==> config.mk <==
export PLATFORM = sky130hd
export DESIGN_NAME = rx_fifo
export DESIGN_NICKNAME = d
export VERILOG_FILES = /design/src/rtl/rx_fifo.sv
export SDC_FILE = /design/constraint.sdc
export NUM_CORES = 1
export LEC_CHECK = 0
export ABC_AREA = 1
export CORE_UTILIZATION = 46
export CTS_BUF_LIST = sky130_fd_sc_hd__clkbuf_4
export CTS_CLUSTER_DIAMETER = 30
export CTS_CLUSTER_SIZE = 12
export DETAILED_ROUTE_END_ITERATION = 10
export MAX_ROUTING_LAYER = met4
export PLACE_DENSITY = 0.63
export SLEW_MARGIN = 40
export SYNTH_ARGS = -nofsm -noshare
export SYNTH_HDL_FRONTEND = slang
export SYNTH_SLANG_ARGS = --single-unit
==> constraint.sdc <==
create_clock -name clk -period 2.45 [get_ports clk]
set_input_delay 0.49 -clock clk [delete_from_list [all_inputs] [get_ports clk]]
set_output_delay 0.49 -clock clk [all_outputs]
set_load 0.01 [all_outputs]
==> src/rtl/rx_fifo.sv <==
// rtl/rx_fifo.sv - show-ahead receive byte FIFO with sticky framing/overrun flags
// Optional feature macro: RX_FIFO_OVERRUN_EN (builds the overrun_error flag)
module rx_fifo #(
  parameter int DEPTH  = 8,
  parameter int DATA_W = 8
) (
  input  logic                     clk,
  input  logic                     reset,
  input  logic [DATA_W-1:0]        rcv_data,
  input  logic                     data_ready,
  input  logic                     framing_error_in,
  input  logic                     rcv_deq,
  input  logic                     fix_error,
  output logic [DATA_W-1:0]        rx_data,
  output logic                     emptyRx,
  output logic                     fullRx,
  output logic [$clog2(DEPTH):0]   count,
  output logic                     framing_error,
  output logic                     overrun_error
);

  localparam int AW = $clog2(DEPTH);
  localparam int CW = AW + 1;

  logic [DATA_W-1:0] mem [DEPTH];
  logic [AW-1:0]     wr_ptr;
  logic [AW-1:0]     rd_ptr;
  logic              wr_en;
  logic              rd_en;

  assign emptyRx = (count == '0);
  assign fullRx  = (count == CW'(DEPTH));
  assign rx_data = mem[rd_ptr];

  // Full blocks the write even when a read happens in the same cycle.
  assign wr_en = data_ready & ~framing_error_in & ~fullRx;
  assign rd_en = rcv_deq & ~emptyRx;

  always_ff @(posedge clk or posedge reset) begin
    if (reset) begin
      wr_ptr <= '0;
      rd_ptr <= '0;
      count  <= '0;
      for (int i = 0; i < DEPTH; i++) begin
        mem[i] <= '0;
      end
    end else begin
      if (wr_en) begin
        mem[wr_ptr] <= rcv_data;
        wr_ptr      <= wr_ptr + AW'(1);
      end
      if (rd_en) begin
        rd_ptr <= rd_ptr + AW'(1);
      end
      case ({wr_en, rd_en})
        2'b10:   count <= count + CW'(1);
        2'b01:   count <= count - CW'(1);
        default: count <= count;
      endcase
    end
  end

  // Sticky flags: a new error in the clearing cycle keeps the flag set.
  always_ff @(posedge clk or posedge reset) begin
    if (reset) begin
      framing_error <= 1'b0;
    end else if (data_ready & framing_error_in) begin
      framing_error <= 1'b1;
    end else if (fix_error) begin
      framing_error <= 1'b0;
    end
  end

`ifdef RX_FIFO_OVERRUN_EN
  always_ff @(posedge clk or posedge reset) begin
    if (reset) begin
      overrun_error <= 1'b0;
    end else if (data_ready & ~framing_error_in & fullRx) begin
      overrun_error <= 1'b1;
    end else if (fix_error) begin
      overrun_error <= 1'b0;
    end
  end
`else
  assign overrun_error = 1'b0;
`endif

endmodule

* Word level (Yosys, flattened, before mapping)
Index checks and enable logic that the tools add are counted.
** Operators by class
- $add $sub $neg :: 4
- $lt $le $gt $ge :: 3
- Equality and inequality tests :: 3
- Multiplexer cells :: 9
- Bitwise gates (word level) :: 9
- Reductions and logical operators :: 4
** Operator list (number)
- 64-bit bitwise mux :: 1
- 8-bit binary-select mux with 3-bit select :: 1
- 8-bit demux with 3-bit select :: 1
- 8-bit 2-to-1 mux :: 3
- 4-bit >= comparator, second input constant :: 2
- 3-bit inverter with 4-bit output :: 2
- 4-bit one-hot mux with 2 select lines :: 1
- 3-bit by 1-bit adder with 3-bit output, second input constant :: 2
- 4-bit by 1-bit adder with 4-bit output, second input constant :: 1
- 1-bit AND :: 4
- 4-bit == test, second input constant :: 1
- 4-bit zero test :: 1
- 4-bit by 1-bit less-than comparator with 1-bit output, second input constant :: 1
- 2-bit nonzero test :: 2
- 4-bit by 1-bit subtractor with 4-bit output, second input constant :: 1
- 1-bit inverter :: 3
- 2-bit by 1-bit == test with 1-bit output, second input constant :: 1
- 2-bit == test, second input constant :: 1
- 1-bit 2-to-1 mux :: 2
- 1-bit logical AND :: 1
** Word-level totals
- Register bits :: 75
- Bits of input ports :: 14
- Output and inout port bits :: 16
- Logic and storage cells :: 44

* Depth between registers and ports, before layout
- Depth after elaboration :: 6
- Mapped depth :: 12
- Depth with buffers taken out :: 12

* Least setup slack after synthesis
No wires, ideal clock.
- Kind :: reg-to-reg
- From :: register count[0]
- To :: register count[3]
- Setup time :: 117 ps
- Arrival :: 1900 ps
- Data required time :: 2333 ps
- Setup slack :: 433 ps
- Cell stages (with the launch flop) :: 12
- Path buffers :: 1
- Period minus slack after synthesis :: 2017 ps
- Cells stage by stage :: dfrtp_1 -> nor2_4 -> nand3_4 -> buf_12 -> nand2_4 -> ha_1 -> ha_1 -> or2_2 -> nand2_1 -> nand2_1 -> nand3_1 -> nand2_1
** On the way
- Word-level cells in the longest chain between the ends :: 5
- Elaborated cells between the ends (all ways) :: 12
- Those cells by class :: add/sub: 2; eq/ne: 3; mux: 1; bitwise: 4; reduce/logical: 2
** Ends and longest elaborated chain
- start: declaration :: line 17 : output logic [$clog2(DEPTH):0] count,
- start signal: assignment :: line 56 : 2'b10: count <= count + CW'(1);
- start signal: assignment :: line 57 : 2'b01: count <= count - CW'(1);
- start signal: assignment :: line 58 : default: count <= count;
- 4-bit == test / 4-bit zero test (equally long branches) :: line 32, 31
- 1-bit inverter (on tied branches) :: line 36, 37
- 1-bit AND (on tied branches) :: line 36, 37
- 2-bit by 1-bit == test with 1-bit output / 2-bit == test (equally long branches) :: line 55 : case ({wr_en, rd_en})
- 4-bit one-hot mux with 2 select lines / 2-bit nonzero test (equally long branches)
Parallel ways exist; a longest one is shown, timed or not.
A chain may end at the register's enable or synchronous reset.

* Worst setup path after layout
- From :: register rd_ptr[0]
- To :: output port rx_data[1]
** On the way
- Word-level cells in the longest chain between the ends :: 4
** Ends and longest elaborated chain
- start: declaration :: line 27 : logic [AW-1:0] rd_ptr;
- start signal: assignment :: line 53 : rd_ptr <= rd_ptr + AW'(1);
- 3-bit inverter with 4-bit output (implied by the code) :: line 33 : assign rx_data = mem[rd_ptr];
- 8-bit binary-select mux with 3-bit select :: line 33
- 8-bit 2-to-1 mux (implied by the code) (2 in a row) :: line 33
- end: declaration :: line 14 : output logic [DATA_W-1:0] rx_data,
Every way passes these cells. The select of a mux whose other input is x is not followed.

==> flow_metrics.py <==
metrics = {
    "status": {
        "status": "finished, final reports clean",
    },
    "place": {
        "portBuffers": 28,
        "gp_congestion": 0.828,
        "dpl.hpwl_um": 7020,
    },
    "worst_setup_path": {
        "cp_data_required_time_ns": 1.96,
        "worstRegToRegCells": 11,
        "cpMostUsedCell": "nand2_1",
        "crit_type": "flop to output pin",
        "cp_max_fo": 16,
        "startpoint_type": "flop",
        "crit_chain": "clkbuf_16 -> nor2_1 -> nor2_1 -> nand2_1 -> nand2_1 -> nand2_1 -> nand2_1 -> clkdlybuf4s15_1",
        "max_stage_delay_ns": 0.51,
        "crit_slowest_cell": "dfrtp_2",
        "worstSetupEndpointType": "output pin",
        "cp.arrival_ns": 1.88,
    },
    "clock_network": {
        "clkLatencyLatePin_ns": 0.44,
        "clock-root-buffer": "clkbuf_4",
        "cts_tree": "done",
        "postCtsSetupRepairBufs": 0,
        "cts_buffers": 9,
        "clock_sinks": 75,
        "clk_pin_slew_ns": 0.14,
        "cts_max_level": 3,
        "clk_path_buf_depth": 2,
    },
    "synthesis": {
        "synthDistinctLibCells": 25,
        "syn-num-nets": 610,
        "yosysMostFrequentCell": "nand2_1",
        "ys_warn_count": 0,
        "synth_area_leaders": "dfrtp_1, nand2_1, nand4_1, nor2_1, inv_1",
        "synthFlopType": "dfrtp_1",
        "netlist.area_leader.share_pct": 41.4,
        "synth_top_cells_by_count": "nand2_1, dfrtp_1, nor2_1, nand4_1, inv_1",
        "netlist_area_um2": 4530,
        "synth-seq-area-share_pct": 41.4,
        "async_flop_share_pct": 100,
        "avgSynthCellArea_um2": 7.67,
        "synth_edf_count": 0,
        "ys_ff_latch": 75,
        "netlist_instances": 590,
        "synth_area_leader_cell": "dfrtp_1",
    },
    "cells_and_area": {
        "drive_above_1_share_pct": 10.2,
        "nNetsFinal": 623,
        "syn2layout_area_growth_pct": 10.6,
        "n_antenna_cell": 0,
        "final_util_pct": 53.4,
    },
    "grt": {
        "antenna_found_initial": 0,
        "grt_pass1_vias": 3608,
        "grtUsageMet3_pct": 2.55,
        "grt-ovfl-total": 0,
        "grt_usage_pct": 24.6,
        "grt_pass1_wl_um": 18700,
        "grt_max_degree": 76,
        "grt.busiest_layer": "met1",
        "grtUsageMet2_pct": 34.7,
        "gr-usage-met1_pct": 36.1,
    },
    "sta": {
        "fin_crit_ns": 2.37,
        "fmax_ghz": 0.422,
        "finalSetupViolCount": 0,
        "final.setup.tns_ns": 0,
        "grt_setup_unrepaired": "no",
        "tightestPinTransition_ns": 0.865,
        "period_share_pct": 96.8,
        "slew_viol_final": 0,
        "max-slew-margin-rel_pct": 42.3,
        "hold_viol": 0,
        "fin_skew_ns": 0.0254,
    },
    "die": {
        "die_w_um": 101,
        "dieHeight_um": 101,
        "rows": 35,
        "dieArea_um2": 10200,
        "start_util_pct": 48.3,
        "coreArea_um2": 9370,
        "ios": 30,
    },
    "detailed_routing": {
        "vias": 3816,
        "vias_per_cell": 5.18,
        "drtPass1Iterations": 4,
        "wl_per_cell_um": 15.5,
        "antenna_left": 0,
        "drt-total-wl_um": 11400,
        "drt-initial-drc-count": 273,
        "drc": 0,
    },
    "worst_hold_path": {
        "hold_class": "input pin to async pin",
    },
    "pwr": {
        "power_leakage_uw": 0.00268,
        "power_density_nw_per_um2": 1310,
        "ir_drop_uv": 662,
    },
    "run": {
        "cap_violations": 0,
    },
}
## placed cells by master (no fill, tap or decap)
cell,instances
clkbuf_16,3
dlygate4sd2_1,2
clkdlybuf4s15_1,5
nand3_4,9
buf_12,2
ha_1,5
nand2_1,252
conb_1,1
clkinv_2,1
inv_4,1
nand2_4,5
nor2_1,65
inv_8,1
clkinv_1,1
buf_4,6
inv_2,6
xnor2_1,4
nand4_1,64
clkinv_4,1
or2_2,1
clkbuf_2,1
clkdlybuf4s50_1,20
o21ai_1,1
nor2_4,2
dfrtp_2,2
nor2_8,8
nand3_1,4
fa_1,1
o21ai_0,4
inv_1,42
bufinv_16,2
xor2_1,2
dfrtp_1,73
clkbuf_4,11
## critical path, delay by kind of cell (launching register included)
kind                   cells  cell delay [ns]
buffers and inverters      2             0.48
flip-flops                 1             0.51
AND/OR/NAND/NOR            6             0.44
## stage by stage
| step | area (um^2) | total power (uW) | setup WS (ns) | hold WS [ns] | instances |
|---|---|---|---|---|---|
| 6_report | 5010 | 6550 | 0.0781 | 0.452 | 737 |
| 5_1_grt | 5010 | 7140 | 0.000926 | 0.500 | 737 |
| 4_1_cts | 4930 | 6350 | 0.0731 | 0.478 | 734 |
| 3_5_place_dp | 4780 | 5570 | 0.0293 | 0.458 | 718 |
| 3_3_place_gp | 4780 | 5510 | 0.0572 | 0.454 | 718 |
| 2_1_floorplan | 4530 | 4670 | 0.0500 | 0.442 | 590 |
## worst paths after layout
path | to | from | slack (ns)
setup / recovery | rx_data[1] | rd_ptr[0] | 0.08
setup reg to reg | count[3] | count[0] | 0.36
hold / removal | wr_ptr[0] | reset | 0.45
hold reg to reg | mem[23] | mem[23] | 0.48
max in group asynchronous | rd_ptr[1] | reset | 1.65
min in group clk | mem[23] | mem[23] | 0.48
## final cells by class
| cell class | instances | area, um^2 |
|---|---|---|
| tap | 129 | 161 |
| sequential | 75 | 1880 |
| clock inverter | 5 | 77.6 |
| inverter | 50 | 198 |
| multi-input combinational | 428 | 2180 |
| clock buffer | 11 | 82.6 |
| fill | 948 | 4360 |
| timing repair buffer | 39 | 433 |
## flip-flops by register name, indices dropped and copies added (netlist names)
name,cells
wr_ptr,3
mem,64
count,4
rd_ptr,3
framing_error,1
## cells by family (layout without fill, tap and decap cells)
| group | count (synthesis) | in the layout | synth area share, % |
|---|---|---|---|
| buffers and inverters | 87 | 105 | 10.5 |
| xor gates and xnor gates | 6 | 6 | 1.16 |
| adders and majority gates | 6 | 6 | 1.82 |
| other | 1 | 1 | 0.0828 |
| DFF | 75 | 75 | 41.4 |
| AOI/OAI and AO/OA | 5 | 5 | 0.553 |
| and+or+nand+nor | 410 | 410 | 44.5 |
## power by group
part / switching (uW) / internal (uW) / total, uW
clock network: 453 / 435 / 887
registers: 497 / 1790 / 2290
logic: 2070 / 1300 / 3370
## per-layer routing
metal  routed length [um]  part of all wire (%)
met1                 5600                    49
met2                 5130                    45
met3                  472                   4.1
met4                  230                   2.0
met5                    0                     0
## timing repair
item / 4_1_cts / 5_1_grt
hold buffers: 0 / 0
resized for setup: 9 / 9
pin swaps: 0 / 0
endpoints found under the setup margin: 8 / 8
cloned: 0 / 3
No activity file was read; power rests on OpenSTA's default activity.
